File: src/rtl/fp_exp_align_seq_if.sv
// Operand/result bundle for the exponent compare-and-align stage.
// master drives operands and out_ready; slave returns the ordered, aligned result.
interface fp_exp_align_seq_if #(
  parameter int EXP_W = 8,
  parameter int MAN_W = 23
);
  logic                     in_valid;
  logic                     in_ready;
  logic [EXP_W+MAN_W:0]     a;
  logic [EXP_W+MAN_W:0]     b;
  logic                     out_valid;
  logic                     out_ready;
  logic                     exp_neq;
  logic                     a_ge_b;
  logic                     special;
  logic                     sign_big;
  logic                     sign_small;
  logic [EXP_W-1:0]         exp_max;
  logic [EXP_W-1:0]         exp_diff;
  logic [MAN_W+3:0]         man_big;
  logic [MAN_W+3:0]         man_small;

  modport master (
    output in_valid, a, b, out_ready,
    input  in_ready, out_valid, exp_neq, a_ge_b, special, sign_big, sign_small,
           exp_max, exp_diff, man_big, man_small
  );

  modport slave (
    input  in_valid, a, b, out_ready,
    output in_ready, out_valid, exp_neq, a_ge_b, special, sign_big, sign_small,
           exp_max, exp_diff, man_big, man_small
  );
endinterface

File: src/rtl/fp_exp_align_seq.sv
// Orders two FP operands by magnitude and right-aligns the small mantissa with sticky, SHIFT_PER_CYC bits/cycle.
// Latency 1 + ceil(min(diff,MAN_W+4)/SHIFT_PER_CYC); one operation in flight, result held until out_ready.
module fp_exp_align_seq #(
  parameter int EXP_W         = 8,
  parameter int MAN_W         = 23,
  parameter int SHIFT_PER_CYC = 4
) (
  input  logic                clk,
  input  logic                rst_n,
  fp_exp_align_seq_if.slave   bus
);

  localparam int MW = MAN_W + 4;
  localparam int RW = $clog2(MW + 1);
  localparam logic [RW-1:0] SPC_R   = RW'(SHIFT_PER_CYC);
  localparam logic [RW-1:0] CLAMP_R = RW'(MW);

  typedef enum logic [1:0] {IDLE, SHIFT, DONE} state_t;

  state_t state, state_nxt;

  logic              in_ready_c, out_valid_c, accept;
  logic              sign_a, sign_b, ge;
  logic [EXP_W-1:0]  exp_a, exp_b, eexp_a, eexp_b, diff;
  logic [MAN_W-1:0]  man_a, man_b;
  logic [MW-1:0]     mant_a, mant_b;
  logic [31:0]       diff_ext;
  logic [RW-1:0]     rem_init, step;
  logic [MW-1:0]     shifted, man_step;
  logic              lost;

  logic              exp_neq_q, a_ge_b_q, special_q, sign_big_q, sign_small_q;
  logic [EXP_W-1:0]  exp_max_q, exp_diff_q;
  logic [MW-1:0]     man_big_q, man_small_q;
  logic [RW-1:0]     remaining;

  assign sign_a = bus.a[EXP_W+MAN_W];
  assign sign_b = bus.b[EXP_W+MAN_W];
  assign exp_a  = bus.a[EXP_W+MAN_W-1:MAN_W];
  assign exp_b  = bus.b[EXP_W+MAN_W-1:MAN_W];
  assign man_a  = bus.a[MAN_W-1:0];
  assign man_b  = bus.b[MAN_W-1:0];

  // Denormals share the exponent of the smallest normal, without the hidden bit.
  assign eexp_a = (|exp_a) ? exp_a : EXP_W'(1);
  assign eexp_b = (|exp_b) ? exp_b : EXP_W'(1);
  assign mant_a = {|exp_a, man_a, 3'b000};
  assign mant_b = {|exp_b, man_b, 3'b000};

  assign ge       = (eexp_a > eexp_b) || ((eexp_a == eexp_b) && (man_a >= man_b));
  assign diff     = ge ? (eexp_a - eexp_b) : (eexp_b - eexp_a);
  assign diff_ext = 32'(diff);
  assign rem_init = (diff_ext > 32'(MW)) ? CLAMP_R : RW'(diff_ext);

  // Every bit shifted out, including the old LSB that already carries sticky, folds into the new LSB.
  assign step     = (remaining > SPC_R) ? SPC_R : remaining;
  assign shifted  = man_small_q >> step;
  assign lost     = |(man_small_q & ~({MW{1'b1}} << step));
  assign man_step = {shifted[MW-1:1], shifted[0] | lost};

  assign accept = bus.in_valid && in_ready_c;

  always_ff @(posedge clk or negedge rst_n) begin
    if (!rst_n) state <= IDLE;
    else        state <= state_nxt;
  end

  always_comb begin
    state_nxt   = state;
    in_ready_c  = 1'b0;
    out_valid_c = 1'b0;
    case (state)
      IDLE: begin
        in_ready_c = 1'b1;
        if (bus.in_valid) state_nxt = (rem_init != '0) ? SHIFT : DONE;
      end
      SHIFT: begin
        if (remaining == step) state_nxt = DONE;
      end
      DONE: begin
        out_valid_c = 1'b1;
        if (bus.out_ready) state_nxt = IDLE;
      end
      default: state_nxt = IDLE;
    endcase
  end

  always_ff @(posedge clk or negedge rst_n) begin
    if (!rst_n) begin
      exp_neq_q    <= 1'b0;
      a_ge_b_q     <= 1'b0;
      special_q    <= 1'b0;
      sign_big_q   <= 1'b0;
      sign_small_q <= 1'b0;
      exp_max_q    <= '0;
      exp_diff_q   <= '0;
      man_big_q    <= '0;
      man_small_q  <= '0;
      remaining    <= '0;
    end else if (accept) begin
      exp_neq_q    <= (exp_a != exp_b);
      a_ge_b_q     <= ge;
      special_q    <= (&exp_a) || (&exp_b);
      sign_big_q   <= ge ? sign_a : sign_b;
      sign_small_q <= ge ? sign_b : sign_a;
      exp_max_q    <= ge ? eexp_a : eexp_b;
      exp_diff_q   <= diff;
      man_big_q    <= ge ? mant_a : mant_b;
      man_small_q  <= ge ? mant_b : mant_a;
      remaining    <= rem_init;
    end else if (state == SHIFT) begin
      man_small_q  <= man_step;
      remaining    <= remaining - step;
    end
  end

  assign bus.in_ready   = in_ready_c;
  assign bus.out_valid  = out_valid_c;
  assign bus.exp_neq    = exp_neq_q;
  assign bus.a_ge_b     = a_ge_b_q;
  assign bus.special    = special_q;
  assign bus.sign_big   = sign_big_q;
  assign bus.sign_small = sign_small_q;
  assign bus.exp_max    = exp_max_q;
  assign bus.exp_diff   = exp_diff_q;
  assign bus.man_big    = man_big_q;
  assign bus.man_small  = man_small_q;

endmodule

File: src/flat_wrapper.sv
// flat-port wrapper written by rule: the top's interface ports become plain ports
module fp_exp_align_seq_flat 
#(
  parameter int EXP_W         = 8,
  parameter int MAN_W         = 23,
  parameter int SHIFT_PER_CYC = 4
)
  (clk, rst_n, bus_in_valid, bus_a, bus_b, bus_out_ready, bus_in_ready, bus_out_valid, bus_exp_neq, bus_a_ge_b, bus_special, bus_sign_big, bus_sign_small, bus_exp_max, bus_exp_diff, bus_man_big, bus_man_small);
  fp_exp_align_seq_if #(.EXP_W(EXP_W), .MAN_W(MAN_W)) bus_i ();
  input  logic clk;
  input  logic rst_n;
  input wire logic [$bits(bus_i.in_valid)-1:0] bus_in_valid;
  input wire logic [$bits(bus_i.a)-1:0] bus_a;
  input wire logic [$bits(bus_i.b)-1:0] bus_b;
  input wire logic [$bits(bus_i.out_ready)-1:0] bus_out_ready;
  output wire logic [$bits(bus_i.in_ready)-1:0] bus_in_ready;
  output wire logic [$bits(bus_i.out_valid)-1:0] bus_out_valid;
  output wire logic [$bits(bus_i.exp_neq)-1:0] bus_exp_neq;
  output wire logic [$bits(bus_i.a_ge_b)-1:0] bus_a_ge_b;
  output wire logic [$bits(bus_i.special)-1:0] bus_special;
  output wire logic [$bits(bus_i.sign_big)-1:0] bus_sign_big;
  output wire logic [$bits(bus_i.sign_small)-1:0] bus_sign_small;
  output wire logic [$bits(bus_i.exp_max)-1:0] bus_exp_max;
  output wire logic [$bits(bus_i.exp_diff)-1:0] bus_exp_diff;
  output wire logic [$bits(bus_i.man_big)-1:0] bus_man_big;
  output wire logic [$bits(bus_i.man_small)-1:0] bus_man_small;
  assign bus_i.in_valid = bus_in_valid;
  assign bus_i.a = bus_a;
  assign bus_i.b = bus_b;
  assign bus_i.out_ready = bus_out_ready;
  assign bus_in_ready = bus_i.in_ready;
  assign bus_out_valid = bus_i.out_valid;
  assign bus_exp_neq = bus_i.exp_neq;
  assign bus_a_ge_b = bus_i.a_ge_b;
  assign bus_special = bus_i.special;
  assign bus_sign_big = bus_i.sign_big;
  assign bus_sign_small = bus_i.sign_small;
  assign bus_exp_max = bus_i.exp_max;
  assign bus_exp_diff = bus_i.exp_diff;
  assign bus_man_big = bus_i.man_big;
  assign bus_man_small = bus_i.man_small;
  fp_exp_align_seq #(.EXP_W(EXP_W), .MAN_W(MAN_W), .SHIFT_PER_CYC(SHIFT_PER_CYC)) u_core (.clk(clk), .rst_n(rst_n), .bus(bus_i));
endmodule
File: config.mk
export PLATFORM = sky130hd
export DESIGN_NAME = fp_exp_align_seq_flat
export DESIGN_NICKNAME = d
export VERILOG_FILES = /design/src/rtl/fp_exp_align_seq_if.sv /design/src/rtl/fp_exp_align_seq.sv /design/src/flat_wrapper.sv
export SDC_FILE = /design/constraint.sdc
export NUM_CORES = 1
export LEC_CHECK = 0
export ABC_AREA = 1
export CORE_MARGIN = 2
export CORE_UTILIZATION = 25
export DETAILED_ROUTE_END_ITERATION = 10
export GPL_TIMING_DRIVEN = 0
export SLEW_MARGIN = 20
export SYNTH_ARGS = -nofsm -noshare
export SYNTH_HDL_FRONTEND = slang
export SYNTH_SLANG_ARGS = --single-unit
File: constraint.sdc
create_clock -name clk -period 4.9 [get_ports clk]
set_input_delay 0.735 -clock clk [delete_from_list [all_inputs] [get_ports clk]]
set_output_delay 0.735 -clock clk [all_outputs]
set_load 0.03 [all_outputs]
# Yosys cells after proc, flatten, opt, wreduce, memory -nomap -nowiden
# Index checks and enable logic that the tools add are counted.
[word_totals]
ff_bits = 82
in_bits = 68
output_inout_bits = 77
wordCells = 65
[classes]
addsub = 3
order_cmp = 4
n_eq_ne = 8
shift = 2
mux = 21
bitwise_logic = 3
reduce_logical = 13
[op_table]
columns = ["cell", "n"]
rows = [
  ["$mux W27", 4],
  ["$mux W8", 4],
  ["$and A27 B27 Y27", 1],
  ["$not A27 Y27", 1],
  ["$reduce_or A27 Y1", 1],
  ["$shl A27 B5 Y27 const A", 1],
  ["$shr A27 B5 Y27", 1],
  ["$ge A23 B23 Y1", 1],
  ["$mux W5", 4],
  ["$reduce_and A8 Y1", 2],
  ["$reduce_or A8 Y1", 2],
  ["$sub A8 B8 Y8", 2],
  ["$eq A8 B8 Y1", 1],
  ["$gt A8 B5 Y1 const B", 1],
  ["$gt A8 B8 Y1", 1],
  ["$mux W2", 4],
  ["$ne A8 B8 Y1", 1],
  ["$pmux W2 S3", 1],
  ["$eq A5 B5 Y1", 1],
  ["$gt A5 B3 Y1 const B", 1],
  ["$reduce_bool A5 Y1", 1],
  ["$sub A5 B5 Y5", 1],
  ["$mux W1", 4],
  ["$ne A2 B2 Y1 const B", 2],
  ["other kinds (9)", 11],
]

# Longest topological paths before layout
[depth]
word_depth = 12
mapped_depth = 23
mapped_depth_nobuf = 23

# Least setup slack after synthesis
# Ideal clock, no wire load.
[synth_timing]
path_kind = "input to register"
startpoint = "input bus_b[25]"
endpoint = "register u_core.remaining[1]"
setup_ns = 0.126
arrival_ns = 3.134
slack_ns = 1.640
path_stages = 22
path_buffers = 1
cell_sequence = "nor4_1 nand4_1 inv_1 nor2_1 inv_1 ha_1 inv_1 fa_1 nand2_1 nand2_2 nand4_1 o2111ai_4 nand2_4 buf_6 nand2_1 nand2_1 nand2_1 nor2_4 and2_1 nand2_1 nand2_1 o21ai_1"
[synth_via]
elab_chain_len = 9
word_cells_on_any_way = 12
[synth_lines]
columns = ["item", "line_no", "text"]
rows = [
  ["start, declared", "flat_wrapper.sv:14", "input wire logic [$bits(bus_i.b)-1:0] bus_b;"],
  ["$reduce_or A8 Y1", "fp_exp_align_seq.sv:46", "assign eexp_b = (|exp_b) ? exp_b : EXP_W'(1);"],
  ["$mux W8 (*)", "fp_exp_align_seq.sv:46", ""],
  ["branches (longest 3 deep; another with $gt A8 B8 Y1)", "-", ""],
  ["$mux W8 (*)", "fp_exp_align_seq.sv:51", "assign diff = ge ? (eexp_a - eexp_b) : (eexp_b - eexp_a);"],
  ["$gt A8 B5 Y1", "fp_exp_align_seq.sv:53", "assign rem_init = (diff_ext > 32'(MW)) ? CLAMP_R : RW'(diff_ext);"],
  ["$mux W5 (*)", "fp_exp_align_seq.sv:53", ""],
  ["$mux W5 (*)", "fp_exp_align_seq.sv:100", "end else if (accept) begin"],
  ["end signal, assigned", "fp_exp_align_seq.sv:110", "remaining <= rem_init;"],
  ["end signal, assigned", "fp_exp_align_seq.sv:113", "remaining <= remaining - step;"],
  ["end, declared", "fp_exp_align_seq.sv:35", "logic [RW-1:0] remaining;"],
]
# Mark *: on every way between the ends.
# A chain may end at the register's enable or synchronous reset.

# Final worst setup path
[layout_timing]
startpoint = "input bus_b[25]"
endpoint = "register u_core.man_small_q[6], in the netlist u_core.bus.man_small[6]"
[layout_via]
elab_chain_len = 7
word_cells_on_any_way = 8
[layout_lines]
columns = ["item", "line_no", "text"]
rows = [
  ["$reduce_or A8 Y1", "fp_exp_align_seq.sv:46", ""],
  ["$mux W8 (*)", "fp_exp_align_seq.sv:46", ""],
  ["branches (longest 2 deep; another with $gt A8 B8 Y1)", "-", ""],
  ["$logic_or A1 B1 Y1 (*)", "fp_exp_align_seq.sv:50", "assign ge = (eexp_a > eexp_b) || ((eexp_a == eexp_b) && (man_a >= man_b));"],
  ["$mux W27 (*)", "fp_exp_align_seq.sv:109", "man_small_q <= ge ? mant_b : mant_a;"],
  ["$mux W27 (*)", "fp_exp_align_seq.sv:100", ""],
  ["end signal, assigned", "fp_exp_align_seq.sv:109", ""],
  ["end signal, assigned", "fp_exp_align_seq.sv:112", "man_small_q <= man_step;"],
  ["end, declared", "fp_exp_align_seq.sv:34", "logic [MW-1:0] man_big_q, man_small_q;"],
]
# Marked as above.

==> impl_metrics.tcl <==
set metrics [dict create \
    synth_area_leaders "dfrtp_1 (31%), o21ai_0 (12%), nand2_1 (11%), ha_1 (7.7%), inv_1 (5.9%)" \
    stdcell_count 1407 \
    ff2ff_path_depth 7 \
    r2r_slack_ns 2.32 \
    clk_path_buf_depth 2 \
    dpl.cell_count 1391 \
    power_density_nw_per_um2 586.9 \
    grt_overflow_total 0 \
    gp_congestion 0.9080 \
    hold_class "input port to async pin" \
    clk_pin_slew_ns 0.07 \
    postPlaceCellArea_um2 8188 \
    worst_pin_slew_ns 0.7384 \
    synth.distinct_cells 53 \
    numCtsBuffers 9 \
    cap_violations 0 \
    ioPinCount 145 \
    skew_ns 0.009782 \
    core_region_area_um2 25040 \
    first_pass_iters 5 \
    antenna_found_initial 0 \
    drive_gt1_share_pct 6.221 \
    fin_setup_tns_ns 0 \
    worst_r2r_endpoint "u_core.bus.man_small[25]$_DFFE_PN0P_" \
    async_flop_share_pct 100.0 \
    status "finished clean" \
    setup_violations 0 \
    slew_headroom_pct 50.78 \
    grt_pass1_vias 6540 \
    synth_edf_count 0 \
    rsz0062_at_grt "no" \
    p_leak_nw 3.776 \
    cp.arrival_ns 4.26 \
    vias 6880 \
    post_cts_buffers 0 \
    fillCellCount 2717 \
    wl_per_cell_um 17.24 \
    synth_top_area_share_pct 31.23 \
    period_needed_ns 4.052 \
    ff_latch_area_um2 1977 \
    yosysSeqAreaShare_pct 31.23 \
    synthCells 917 \
    crit_type "input port to register" \
    grt_pass1_wl_mm 37.05 \
    crit_path_end_kind "register" \
    synth_area_um2 6331 \
    layout.cells.most_common_list "nand2_1 (188), o21ai_0 (150), clkdlybuf4s50_1 (140)" \
    layout.nets 1181 \
    routed_wl_mm 24.26 \
    place_hpwl_mm 19.09 \
    grtUsageTotal_pct 18.26 \
    antenna_cells 0 \
    ctsResizeCount 0 \
    period_share_pct 82.69 \
    fin_area_um2 8497 \
    drc 0 \
    yosys.area.top_type "dfrtp_1" \
    cts_sinks 79 \
    critPathLaunchType "input port" \
    clock_latency_ns 0.36 \
    drv_slew 0 \
    critPathRequiredTime_ns 5.11 \
    syn-mean-instance-area_um2 6.904 \
    hold_violations 0 \
    peakVddDrop_mv 0.2860 \
    drt_iter0_drc 405 \
    via_per_inst 4.890 \
    cts_tree "done" \
    yosysWarnings 0 \
    dieArea_um2 26610 \
    die_w_um 163.1 \
    start_util_pct 25.29 \
    hold_buffers 0 \
    area_growth_pct 34.21 \
    r2r-start "u_core.state[0]$_DFFE_PN0P_" \
    htreeDepth 3 \
    io_buffers 141 \
    final_common_cell "nand2_1" \
    root_buffer "clkbuf_16" \
    max_freq_ghz 0.2468 \
    die_h_um 163.1 \
    fin_util_pct 33.94 \
    multi_input_area_um2 3650 \
    whs_ns 0.3288 \
    synthFlopType "dfrtp_1" \
    num_rows 58 \
    grt_max_degree 46 \
    worstPathMaxFanout 10 \
    ys_seq_elements 79 \
    final_antenna_net_count 0 \
]
## area by class of cell
cell class	instances	area share, %
Buffer	64	3.843
Clock buffer	12	3.019
Clock inverter	4	0.6185
Inverter	102	4.535
Multi-Input combinational cell	674	42.95
Sequential cell	79	23.27
Tap cell	330	4.859
Timing Repair Buffer	142	16.90
## synth_stat cells (10+ instances only)
master    number
inv_1         99
ha_1          39
a21oi_1       48
dfrtp_1       79
clkbuf_1      38
nand2_1      188
xor2_1        14
nor2_1        98
buf_2         10
o21ai_1       21
o211ai_1      10
o21ai_0      150
nand3_1       14
## worst max-delay path by stage
stage | from | end | slack (ns) | cells after the start
global route | bus_b[25] | u_core.bus.man_small[6]$_DFFE_PN0P_ | 0.58 | 19
floorplan | bus_b[25] | u_core.remaining[1]$_DFFE_PN0P_ | 1.64 | 22
CTS | bus_b[25] | u_core.bus.man_small[6]$_DFFE_PN0P_ | 0.89 | 19
global placement | rst_n | u_core.bus.exp_max[5]$_DFFE_PN0P_ | 0.05 | 1
finish | bus_b[25] | u_core.bus.man_small[6]$_DFFE_PN0P_ | 0.85 | 19
detailed placement | bus_b[25] | u_core.bus.man_small[6]$_DFFE_PN0P_ | 0.52 | 19
## critical path: stages
cell and delay (ns):
clkdlybuf4s50_1 0.49, nor4_1 0.31, nand4_1 0.17, inv_1 0.15, nor2_1 0.07, inv_1 0.09, ha_1 0.16, inv_1 0.05
fa_1 0.39, nand2_1 0.10, nand2_2 0.07, nand4_1 0.12, o2111ai_4 0.21, nand2_4 0.13, buf_6 0.15, buf_2 0.25
o21ai_0 0.17, a211oi_1 0.33, a21oi_1 0.08
## where the power goes
group	internal, W	switching, W
logic	0.00110	0.00194
registers	0.000970	0.000253
clock network	0.000425	0.000299
total	0.00249	0.00249
## kinds of logic after synthesis
| kind of cell | Yosys count | share of synthesized area, % |
|---|---|---|
| AOI/OAI and AO/OA | 270 | 23.93 |
| xor gates and xnor gates | 15 | 2.075 |
| adders and majority gates | 41 | 8.340 |
| and+or+nand+nor | 344 | 23.06 |
| other | 2 | 0.1186 |
| buffers and inverters | 166 | 11.25 |
| DFF | 79 | 31.23 |
## registers in the layout (all words and copies together), names as in the netlist
signal	flops
u_core.bus.special	1
u_core.bus.sign_big	1
u_core.bus.a_ge_b	1
u_core.bus.exp_neq	1
u_core.remaining	5
u_core.bus.sign_small	1
u_core.state	2
u_core.bus.exp_max	8
u_core.bus.man_small	27
u_core.bus.man_big	24
u_core.bus.exp_diff	8
## per-layer routing
metal | part of all wire (%) | wire length, µm | vias up | GRT usage (%)
met3 | 7.6 | 1838 | 34 | 4.012
met2 | 44 | 10780 | 284 | 28.74
met4 | 2.4 | 580 | 0 | 6.195
met5 | 0 | 0 | - | 0
li1 | - | - | 3343 | -
met1 | 46 | 11060 | 3219 | 24.73
## stage by stage
stage	worst slack, ns	total power [W]
2_1_floorplan	1.640	0.003021
3_3_place_gp	0.05424	0.004232
5_1_grt	0.5839	0.005323
6_report	0.8484	0.004987
3_5_place_dp	0.5157	0.004250
4_1_cts	0.8894	0.004995
Power figures use the tool's default switching activity.
